--- config.mk ---
export PLATFORM = sky130hd
export DESIGN_NAME = alu_instr_decoder
export DESIGN_NICKNAME = d
export VERILOG_FILES = /design/src/rtl/alu_instr_decoder_pkg.sv /design/src/rtl/alu_instr_decoder_prefix_state.sv /design/src/rtl/alu_instr_decoder.sv
export SDC_FILE = /design/constraint.sdc
export NUM_CORES = 1
export LEC_CHECK = 0
export CAP_MARGIN = 10
export CORE_ASPECT_RATIO = 0.5
export CORE_MARGIN = 2
export CORE_UTILIZATION = 57
export CTS_CLUSTER_DIAMETER = 150
export DETAILED_ROUTE_END_ITERATION = 8
export DONT_BUFFER_PORTS = 1
export PLACE_DENSITY = 0.81
export SLEW_MARGIN = 20
export SYNTH_ARGS = -nofsm -noshare
export SYNTH_HDL_FRONTEND = slang
export SYNTH_SLANG_ARGS = --single-unit
--- constraint.sdc ---
create_clock -name clk -period 2.1 [get_ports clk]
set_input_delay 0.315 -clock clk [delete_from_list [all_inputs] [get_ports clk]]
set_output_delay 0.315 -clock clk [all_outputs]
set_load 0.02 [all_outputs]
--- src/rtl/alu_instr_decoder_pkg.sv ---
// Shared opcode, prefix and ALU control encodings for the GSU opcode decoder.
// Imported by the decoder top and its prefix-state register block.
package alu_instr_decoder_pkg;

  localparam logic [7:0] OP_ALT1 = 8'h3D;
  localparam logic [7:0] OP_ALT2 = 8'h3E;
  localparam logic [7:0] OP_ALT3 = 8'h3F;
  localparam logic [7:0] OP_ROR  = 8'h97;
  localparam logic [7:0] OP_SWAP = 8'h4D;

  localparam logic [3:0] HI_TO   = 4'h1;
  localparam logic [3:0] HI_WITH = 4'h2;
  localparam logic [3:0] HI_ALT  = 4'h3;
  localparam logic [3:0] HI_SWAP = 4'h4;
  localparam logic [3:0] HI_ADD  = 4'h5;
  localparam logic [3:0] HI_SUB  = 4'h6;
  localparam logic [3:0] HI_AND  = 4'h7;
  localparam logic [3:0] HI_ROR  = 4'h9;
  localparam logic [3:0] HI_FROM = 4'hB;
  localparam logic [3:0] HI_OR   = 4'hC;

  localparam logic Y_SRC_BUS = 1'b0;
  localparam logic Y_SRC_IMM = 1'b1;

  typedef enum logic [2:0] {
    Z_ADDSUB = 3'b000,
    Z_AND    = 3'b001,
    Z_OR     = 3'b010,
    Z_XOR    = 3'b011,
    Z_ROR    = 3'b100,
    Z_SWAP   = 3'b101
  } z_src_e;

  // {alt2, alt1}
  typedef enum logic [1:0] {
    ALT0 = 2'b00,
    ALT1 = 2'b01,
    ALT2 = 2'b10,
    ALT3 = 2'b11
  } alt_mode_e;

  typedef struct packed {
    logic       y_src;
    z_src_e     z_src;
    logic       add_sub;
    logic [7:0] alu_instr;
    logic [3:0] sreg;
    logic [3:0] yreg;
    logic [3:0] dreg;
    logic       reg_we;
    logic       flags_we;
  } alu_ctrl_t;

  function automatic alu_ctrl_t set_operand(input alu_ctrl_t c, input logic imm, input logic [3:0] n);
    alu_ctrl_t r;
    r       = c;
    r.yreg  = n;
    r.y_src = imm ? Y_SRC_IMM : Y_SRC_BUS;
    r.alu_instr = imm ? {4'h0, n} : 8'h00;
    return r;
  endfunction

endpackage

--- src/rtl/alu_instr_decoder_prefix_state.sv ---
// Prefix state held across opcodes: ALT1/ALT2 flags, WITH (b) flag and source/destination registers.
// Execution of any non-prefix opcode returns everything to the defaults.
module alu_prefix_state
  import alu_instr_decoder_pkg::*;
#(
  parameter logic [3:0] DEFAULT_REG = 4'h0
) (
  input  logic       clk,
  input  logic       rst_n,
  input  logic       alt_we_i,
  input  logic       alt1_i,
  input  logic       alt2_i,
  input  logic       with_we_i,
  input  logic       to_we_i,
  input  logic       from_we_i,
  input  logic [3:0] reg_n_i,
  input  logic       clear_i,
  output logic       alt1_o,
  output logic       alt2_o,
  output logic       b_o,
  output logic [3:0] sreg_o,
  output logic [3:0] dreg_o
);

  logic       alt1_q, alt2_q, b_q;
  logic [3:0] sreg_q, dreg_q;

  always_ff @(posedge clk or negedge rst_n) begin
    if (!rst_n) begin
      alt1_q <= 1'b0;
      alt2_q <= 1'b0;
      b_q    <= 1'b0;
      sreg_q <= DEFAULT_REG;
      dreg_q <= DEFAULT_REG;
    end else if (clear_i) begin
      alt1_q <= 1'b0;
      alt2_q <= 1'b0;
      b_q    <= 1'b0;
      sreg_q <= DEFAULT_REG;
      dreg_q <= DEFAULT_REG;
    end else begin
      if (alt_we_i) begin
        alt1_q <= alt1_i;
        alt2_q <= alt2_i;
      end
      if (with_we_i) begin
        b_q    <= 1'b1;
        sreg_q <= reg_n_i;
        dreg_q <= reg_n_i;
      end
      if (to_we_i)   dreg_q <= reg_n_i;
      if (from_we_i) sreg_q <= reg_n_i;
    end
  end

  assign alt1_o = alt1_q;
  assign alt2_o = alt2_q;
  assign b_o    = b_q;
  assign sreg_o = sreg_q;
  assign dreg_o = dreg_q;

endmodule

--- src/rtl/alu_instr_decoder.sv ---
// GSU opcode decoder: turns the opcode stream plus prefix state into one registered set of
// ALU and register-file controls per executed opcode.
module alu_instr_decoder
  import alu_instr_decoder_pkg::*;
#(
  parameter logic [3:0] DEFAULT_REG = 4'h0
) (
  input  logic       clk,
  input  logic       rst_n,
  input  logic [7:0] instr,
  input  logic       instr_valid,
  input  logic       stall,
  output logic       instr_ready,
  output logic       op_valid,
  output logic       y_src_sel,
  output logic [2:0] z_src_sel,
  output logic       add_sub_sel,
  output logic [7:0] alu_instr,
  output logic [3:0] sreg_sel,
  output logic [3:0] yreg_sel,
  output logic [3:0] dreg_sel,
  output logic       reg_we,
  output logic       flags_we,
  output logic       alt1,
  output logic       alt2,
  output logic       b_flag,
  output logic       illegal
);

  logic       accept;
  logic       pf_alt1, pf_alt2, pf_b;
  logic [3:0] pf_sreg, pf_dreg;
  logic       alt_we, alt1_n, alt2_n, with_we, to_we, from_we;
  logic       is_prefix, legal, exec;
  logic [3:0] n;
  alt_mode_e  alt_mode;
  alu_ctrl_t  ctrl_d, ctrl_q;
  logic       op_valid_q, illegal_q;

  assign instr_ready = ~stall;
  assign accept      = instr_valid & ~stall;
  assign n           = instr[3:0];
  assign alt_mode    = alt_mode_e'({pf_alt2, pf_alt1});
  assign exec        = accept & ~is_prefix;

  alu_prefix_state #(.DEFAULT_REG(DEFAULT_REG)) u_prefix (
    .clk       (clk),
    .rst_n     (rst_n),
    .alt_we_i  (accept & alt_we),
    .alt1_i    (alt1_n),
    .alt2_i    (alt2_n),
    .with_we_i (accept & with_we),
    .to_we_i   (accept & to_we),
    .from_we_i (accept & from_we),
    .reg_n_i   (n),
    .clear_i   (exec),
    .alt1_o    (pf_alt1),
    .alt2_o    (pf_alt2),
    .b_o       (pf_b),
    .sreg_o    (pf_sreg),
    .dreg_o    (pf_dreg)
  );

  always_comb begin
    is_prefix = 1'b0;
    legal     = 1'b0;
    alt_we    = 1'b0;
    alt1_n    = 1'b0;
    alt2_n    = 1'b0;
    with_we   = 1'b0;
    to_we     = 1'b0;
    from_we   = 1'b0;
    ctrl_d          = '0;
    ctrl_d.sreg     = pf_sreg;
    ctrl_d.dreg     = pf_dreg;
    ctrl_d.reg_we   = 1'b1;
    ctrl_d.flags_we = 1'b1;
    unique case (instr[7:4])
      HI_ALT: begin
        if (instr == OP_ALT1 || instr == OP_ALT2 || instr == OP_ALT3) begin
          is_prefix = 1'b1;
          alt_we    = 1'b1;
          alt1_n    = (instr != OP_ALT2);
          alt2_n    = (instr != OP_ALT1);
        end
      end
      HI_WITH: begin
        is_prefix = 1'b1;
        with_we   = 1'b1;
      end
      HI_TO: begin
        if (pf_b) begin
          // MOVE: copy old source into Rn through ADD #0, flags untouched
          legal           = 1'b1;
          ctrl_d          = set_operand(ctrl_d, 1'b1, 4'h0);
          ctrl_d.dreg     = n;
          ctrl_d.flags_we = 1'b0;
        end else begin
          is_prefix = 1'b1;
          to_we     = 1'b1;
        end
      end
      HI_FROM: begin
        if (pf_b) begin
          legal       = 1'b1;
          ctrl_d      = set_operand(ctrl_d, 1'b1, 4'h0);
          ctrl_d.sreg = n;
        end else begin
          is_prefix = 1'b1;
          from_we   = 1'b1;
        end
      end
      HI_ADD: begin
        legal  = (alt_mode == ALT0) || (alt_mode == ALT2);
        ctrl_d = set_operand(ctrl_d, alt_mode == ALT2, n);
      end
      HI_SUB: begin
        legal          = (alt_mode != ALT1);
        ctrl_d         = set_operand(ctrl_d, alt_mode == ALT2, n);
        ctrl_d.add_sub = 1'b1;
        ctrl_d.reg_we  = (alt_mode != ALT3);
      end
      HI_AND: begin
        legal        = (n != 4'h0) && ((alt_mode == ALT0) || (alt_mode == ALT2));
        ctrl_d       = set_operand(ctrl_d, alt_mode == ALT2, n);
        ctrl_d.z_src = Z_AND;
      end
      HI_OR: begin
        legal        = (n != 4'h0);
        ctrl_d       = set_operand(ctrl_d, pf_alt2, n);
        ctrl_d.z_src = pf_alt1 ? Z_XOR : Z_OR;
      end
      HI_ROR: begin
        legal        = (instr == OP_ROR);
        ctrl_d.z_src = Z_ROR;
      end
      HI_SWAP: begin
        legal        = (instr == OP_SWAP);
        ctrl_d.z_src = Z_SWAP;
      end
      default: legal = 1'b0;
    endcase
    if (!is_prefix && !legal) begin
      ctrl_d.reg_we   = 1'b0;
      ctrl_d.flags_we = 1'b0;
    end
  end

  // Controls only change on an executed opcode; prefixes and idle cycles leave them held.
  always_ff @(posedge clk or negedge rst_n) begin
    if (!rst_n) begin
      ctrl_q     <= '0;
      op_valid_q <= 1'b0;
      illegal_q  <= 1'b0;
    end else begin
      op_valid_q <= exec;
      illegal_q  <= exec & ~legal;
      if (exec) ctrl_q <= ctrl_d;
    end
  end

  assign op_valid    = op_valid_q;
  assign illegal     = illegal_q;
  assign y_src_sel   = ctrl_q.y_src;
  assign z_src_sel   = ctrl_q.z_src;
  assign add_sub_sel = ctrl_q.add_sub;
  assign alu_instr   = ctrl_q.alu_instr;
  assign sreg_sel    = ctrl_q.sreg;
  assign yreg_sel    = ctrl_q.yreg;
  assign dreg_sel    = ctrl_q.dreg;
  assign reg_we      = ctrl_q.reg_we;
  assign flags_we    = ctrl_q.flags_we;
  assign alt1        = pf_alt1;
  assign alt2        = pf_alt2;
  assign b_flag      = pf_b;

endmodule

==> reports/qor.yml <==
floorplan:
  die_h_um: 44.2
  io_pins: 45
  initial_core_util_pct: 60.4
  num_rows: 14
  die_area_mm2: 0.00373
  core-area_mm2: 0.00305
  die_x_um: 84.4
detailed_routing:
  drc: 0
  first_pass_iters: 4
  drtIter0Drc: 234
  ant_nets: 0
  wl_um: 3880
  viasPerCell: 5.97
  vias: 1392
  wire_per_inst_um: 16.6
critical_path:
  path_delay_family: "flip-flops"
  worstPathMaxFanout: 26
  crit_arrival_ns: 1.88
  crit_chain: "o221a_2, buf_4, nor2_1, a21oi_1"
  start_kind: "register"
  cp.required_ns: 2.31
  cpPeakStageDelay_ns: 0.61
  critPathSlowestCell: "dfrtp_1"
  crit_type: "reg -> reg"
  endpoint_kind: "register"
  critPathBufInv: 1
clocking:
  clockBufferDepth: 2
  cts_tree: "done"
  htree_levels: 2
  clkSinkCount: 36
  clk_pin_slew_worst_paths_ns: 0.07
  cts_root_buffer: "clkbuf_8"
  clk_latency_ns: 0.29
  cts_inserted_buffers: 5
  post_cts_buffers: 0
pwr:
  powerDensity_mw_per_mm2: 807
  p_comb_share_pct: 10.5
  irDropWorstVdd_v: 0.000481
  p_clk_share_pct: 33.6
  p_leak_nw: 0.903
  p_seq_share_pct: 55.9
  intPower_mw: 1.11
  switchingPower_uw: 443
  switching_share_pct: 28.5
timing:
  final-setup-viol-count: 0
  finalCriticalPeriod_ns: 1.67
  holdWs_ns: 0.169
  tns_ns: 0
  min_period_over_period_pct: 79.5
  rsz0062_at_grt: "false"
  tightestPinTransition_ns: 0.595
  finalClockSkew_ns: 0.00830
  hold_violations: 0
  maxSlewHeadroom_pct: 60.1
  drv_slew: 0
  fmax_mhz: 599
place:
  postPlaceCellArea_mm2: 0.00180
  place_congestion: 0.867
  hpwl_um: 2600
  port-buffer-count: 0
cells_and_area:
  diodes: 0
  final_util_pct: 63.2
  stdcell_area_mm2: 0.00193
  fin_nets: 205
  layout-drive-gt1-share_pct: 6.22
  area_delta_synth_final_pct: 4.62
synthesis:
  synth_flop_cell: "dfrtp_1"
  syn_inst: 199
  synthTopCellsByArea: "dfrtp_1 49%, mux2i_1 8.7%, nor2_1 4.9%"
  synth_common_cells: "36 x dfrtp_1, 24 x nor2_1, 16 x mux2i_1, 15 x inv_1, 14 x o21ai_0"
  yosysUniqueCellTypes: 38
  yosys_warnings: 0
  ys_ff_latch: 36
  async_flop_share_pct: 100
  synth_largest_area_cell: "dfrtp_1"
  synth_most_common_cell: "dfrtp_1"
  synth-edff-count: 0
  seq_area_frac_synth_pct: 48.9
  synth_top_area_share_pct: 48.9
  postSynthAreaPerCell_um2: 9.25
  synth_area_mm2: 0.00184
global_route:
  grt_pass1_wl_um: 6330
  gr-total-overflow: 0
  first_global_vias: 1375
  gr-max-usage-layer: "met2"
  groute.layer.met2.usage_pct: 36.0
  grt.met1_usage_pct: 27.9
  grt_use_met3_pct: 9.70
  grt_usage_pct: 22.5
  antenna_found_initial: 0
  grt_max_degree: 37
run_status:
  status: "completed"
run:
  drv_cap: 0
hold_path:
  hp-class: "in -> reg"
## cells in the final DEF (no fill, tap or decap), drive strengths merged, types with 4 or more instances in the layout
master  instances
conb            4
inv            15
dfrtp          36
nor2b           4
nand2          12
a21oi          12
o21ai          14
clkbuf          7
mux2i          16
nor2           24
nand3          12
## per-layer routing
metal / share of wire (%) / vias to the layer above
li1: - / 649
met4: 1.0 / 0
met3: 11 / 7
met1: 42 / 668
met2: 46 / 68
met5: 0 / -
## final timing paths
| path | start | to | slack, ns | depth (start not counted) |
|---|---|---|---|---|
| max | u_prefix.b_o | dreg_sel[1] | 0.43 | 4 |
| min | instr[0] | alu_instr[0] | 0.17 | 2 |
| max reg2reg | u_prefix.b_o | dreg_sel[1] | 0.43 | 4 |
| min reg2reg | u_prefix.dreg_o[2] | u_prefix.dreg_o[2] | 0.53 | 2 |
| max in group asynchronous | rst_n | u_prefix.alt1_o | 1.43 | 2 |
| min in group asynchronous | rst_n | dreg_sel[3] | 0.49 | 2 |
## power by group through the flow
stage	Sequential, mW	Combinational, mW	Clock [mW]
3_3_place_gp	0.881	0.135	0
4_1_cts	0.870	0.162	0.530
5_1_grt	0.878	0.187	0.556
6_report	0.870	0.163	0.522
3_5_place_dp	0.883	0.142	0
2_1_floorplan	0.867	0.151	0
## final cells by class
type                            instances  area [µm²]
Fill cell                             236        1120
Sequential cell                        36         901
Multi-Input combinational cell        131         777
Clock buffer                            7        96.3
Inverter                               15        56.3
Tap cell                               40        50.0
Timing Repair Buffer                    4        45.0
## cell families after synthesis
group | Yosys count | synth area share, %
buffers and inverters | 35 | 9.45
AND/OR/NAND/NOR | 68 | 18.0
XOR/XNOR | 2 | 0.952
flip-flops | 36 | 48.9
AO/OA/AOI/OAI | 40 | 12.9
multiplexers | 17 | 9.52
other | 1 | 0.204
## repair_timing
action | in CTS | in global routing
endpoints found under the setup margin | 0 | 0
hold buffers | 2 | 0
endpoints found under the hold margin | 36 | 0
resized for setup | 0 | 0
## state kept, by name, summed over array words and instances, names as in the netlist, 3 cells and up
name	cells
alu_instr	4
dreg_sel	4
sreg_sel	4
u_prefix.dreg_o	4
u_prefix.sreg_o	4
yreg_sel	4
z_src_sel	3
## per-stage QoR
step	worst slack, ns	instances	power [mW]
after CTS	0.481	233	1.56
after global placement	0.321	224	1.02
after global routing	0.338	233	1.62
final	0.431	233	1.55
after detailed placement	0.210	224	1.02
after floorplan	0.276	202	1.02
No activity file was read; power rests on OpenSTA's default activity.
==> RTL edit (same settings) <==
Register the output `b_flag`, with the module's reset; this adds one clock of latency there. The other outputs are not delayed to match.
--- a/src/rtl/alu_instr_decoder.sv
+++ b/src/rtl/alu_instr_decoder.sv
@@ -174,3 +174,9 @@
   assign alt2        = pf_alt2;
-  assign b_flag      = pf_b;
+  always_ff @(posedge clk or negedge rst_n) begin
+    if (!rst_n) begin
+      b_flag <= '0;
+    end else begin
+      b_flag <= pf_b;
+    end
+  end
 
Formal check against the unedited RTL: not equivalent (Yosys sat finds a counterexample within 4 cycles, from zero or initial values and one cycle with rst_n low).
==> RTL edit against the unedited design <==
Via count down 3.3%. Sequential share of layout area down 0.27 points. Area after synthesis up 1.6%. Design area up 3.4%. Non-clock buffer count up 1. Count of clock-buffer cells in the layout unchanged. Worst setup slack worse by 210 ps. Die area up 1.5%. First-iteration DRC count down 59%. Power up 8.2%. Sequential cell count up 1. Clock power up 4.4%. Wire length up 0.13%. Critical endpoint is now yreg_sel[0]. Largest cell class unchanged.
==> RTL edit: results (changes against the unedited design) <==
* Max VDD drop at 462 uV (-3.9%)
* Async S/R FF share, synth at 100% (unchanged)
* Ratio of cells with drive above 1 in the final layout at 14.1% (+7.8 points)
* Layout Area Growth over Synthesis at 6.49%
* Max-cap violations at 0 (unchanged)
* CP Data Arrival Time at 2070 ps (+190 ps)
* Cts repair resizes at 0 (unchanged)
* Outcome: finished, final reports clean
* Iter 0 DRT Violations at 97 (-59%)
* Synth cell types at 42 (+11%)
* Crit Path Max Fanout at 37 (+42%)
* Leakage at 0.000922 uW (+2.1%)
* CP peak stage delay at 440 ps (-170 ps)
* Total GRT Usage at 22.6% (about the same)
* Final nets at 203 (-0.98%)
* First-pass GRT wire length at 6320 um (-0.22%)
* Prevailing post-synth register cell: dfrtp_1
* Slowest CP cell: dfrtp_1
* Clk pin slew, worst setup/hold paths at 70 ps (about the same)
* Antenna fix cells at 0 (unchanged)
* Largest net degree at the start of global routing at 38 (+2.7%)
* Number of fill cells in the layout at 245 (+3.8%)
* Layout Skew at 5.40 ps (-2.90 ps)
* Synth area leaders: dfrtp_1 50%, nand2_1 8.8%, mux2_2 4.8%
* Worst-Skew Late Latency at 290 ps (about the same)
* Seq/Total Area, Yosys at 49.5% (+0.59 points)
* Via/cell ratio at 5.80 (-2.9%)
* Clk root buf: clkbuf_8
* Most frequent cells after synthesis: 44 x nand2_1, 37 x dfrtp_1, 13 x o21ai_0
* Post-DP HPWL at 2720 um (+4.5%)
* Wire per inst at 16.7 um (+0.56%)
* Maximum clock path buffer count at 2 (unchanged)
* Area of the multi-input gates at 837 um^2 (+7.7%)
* Vias in the first global route at 1336 (-2.8%)
* Dpl ws at 251 ps (+41.2 ps)
* Final Wtd Congestion at 0.903 (+4.1%)
* Port bufs at 0 (unchanged)
* Drt pass-1 iters at 4 (unchanged)
* Warnings, synthesis at 0 (unchanged)
* H-tree depth at 2 (unchanged)
==> RTL edit: power breakdown <==
part | internal [uW] | switching, uW | total (uW)
clock | 296 | 249 | 545
sequential | 801 | 133 | 934
combinational | 90.2 | 112 | 202
total | 1190 | 494 | 1680
==> RTL edit: path summary, 6_finish.rpt <==
path | start | end | slack, ps | cells after the start
hold / removal | instr[5] | z_src_sel[2] | 110 | 1
min in group asynchronous | rst_n | u_prefix.dreg_o[2] | 470 | 2
max in group asynchronous | rst_n | u_prefix.alt1_o | 1430 | 2
setup reg to reg | u_prefix.b_o | yreg_sel[0] | 220 | 7
hold reg to reg | u_prefix.b_o | b_flag | 490 | 0
setup / recovery | u_prefix.b_o | yreg_sel[0] | 220 | 7
==> RTL edit: area by class of cell <==
type / instances / share of cell area, %
multi-input combinational: 139 / 42.0
clock inverter: 1 / 0.251
inverter: 3 / 0.566
clock buffer: 7 / 4.84
sequential: 37 / 46.5
tap: 40 / 2.51
timing repair buffer: 5 / 3.27
==> RTL edit: worst max-delay path: cells and delay by family (launching register included) <==
family,cells,cell delay (ps)
buffers and inverters,2,330
DFF,1,440
AOI/OAI and AO/OA,2,620
and+or+nand+nor,3,390
==> RTL edit: logic make-up (layout without fill, tap and decap cells) <==
| logic type | after synthesis | after routing | share of synthesized area, % |
|---|---|---|---|
| AOI/OAI and AO/OA | 30 | 30 | 10.4 |
| xor gates and xnor gates | 2 | 2 | 0.937 |
| buffers and inverters | 19 | 16 | 6.29 |
| DFF | 37 | 37 | 49.5 |
| muxes | 16 | 16 | 9.10 |
| other | 1 | 4 | 0.201 |
| and+or+nand+nor | 87 | 87 | 23.5 |
==> RTL edit: metal layers <==
layer | routed length, um | global-route usage, % | up-vias | share of wire (%)
li1 | - | - | 650 | -
met1 | 1750 | 27.4 | 652 | 45
met2 | 1820 | 36.3 | 40 | 47
met3 | 253 | 9.89 | 4 | 6.5
met4 | 57 | 8.89 | 0 | 1.5
met5 | 0 | 0 | - | 0
==> RTL edit: through the flow <==
step	instance area, um^2	std cells
global placement	1860	222
global route	1990	232
detailed placement	1860	222
finish	1990	232
CTS	1990	232
floorplan	1880	195
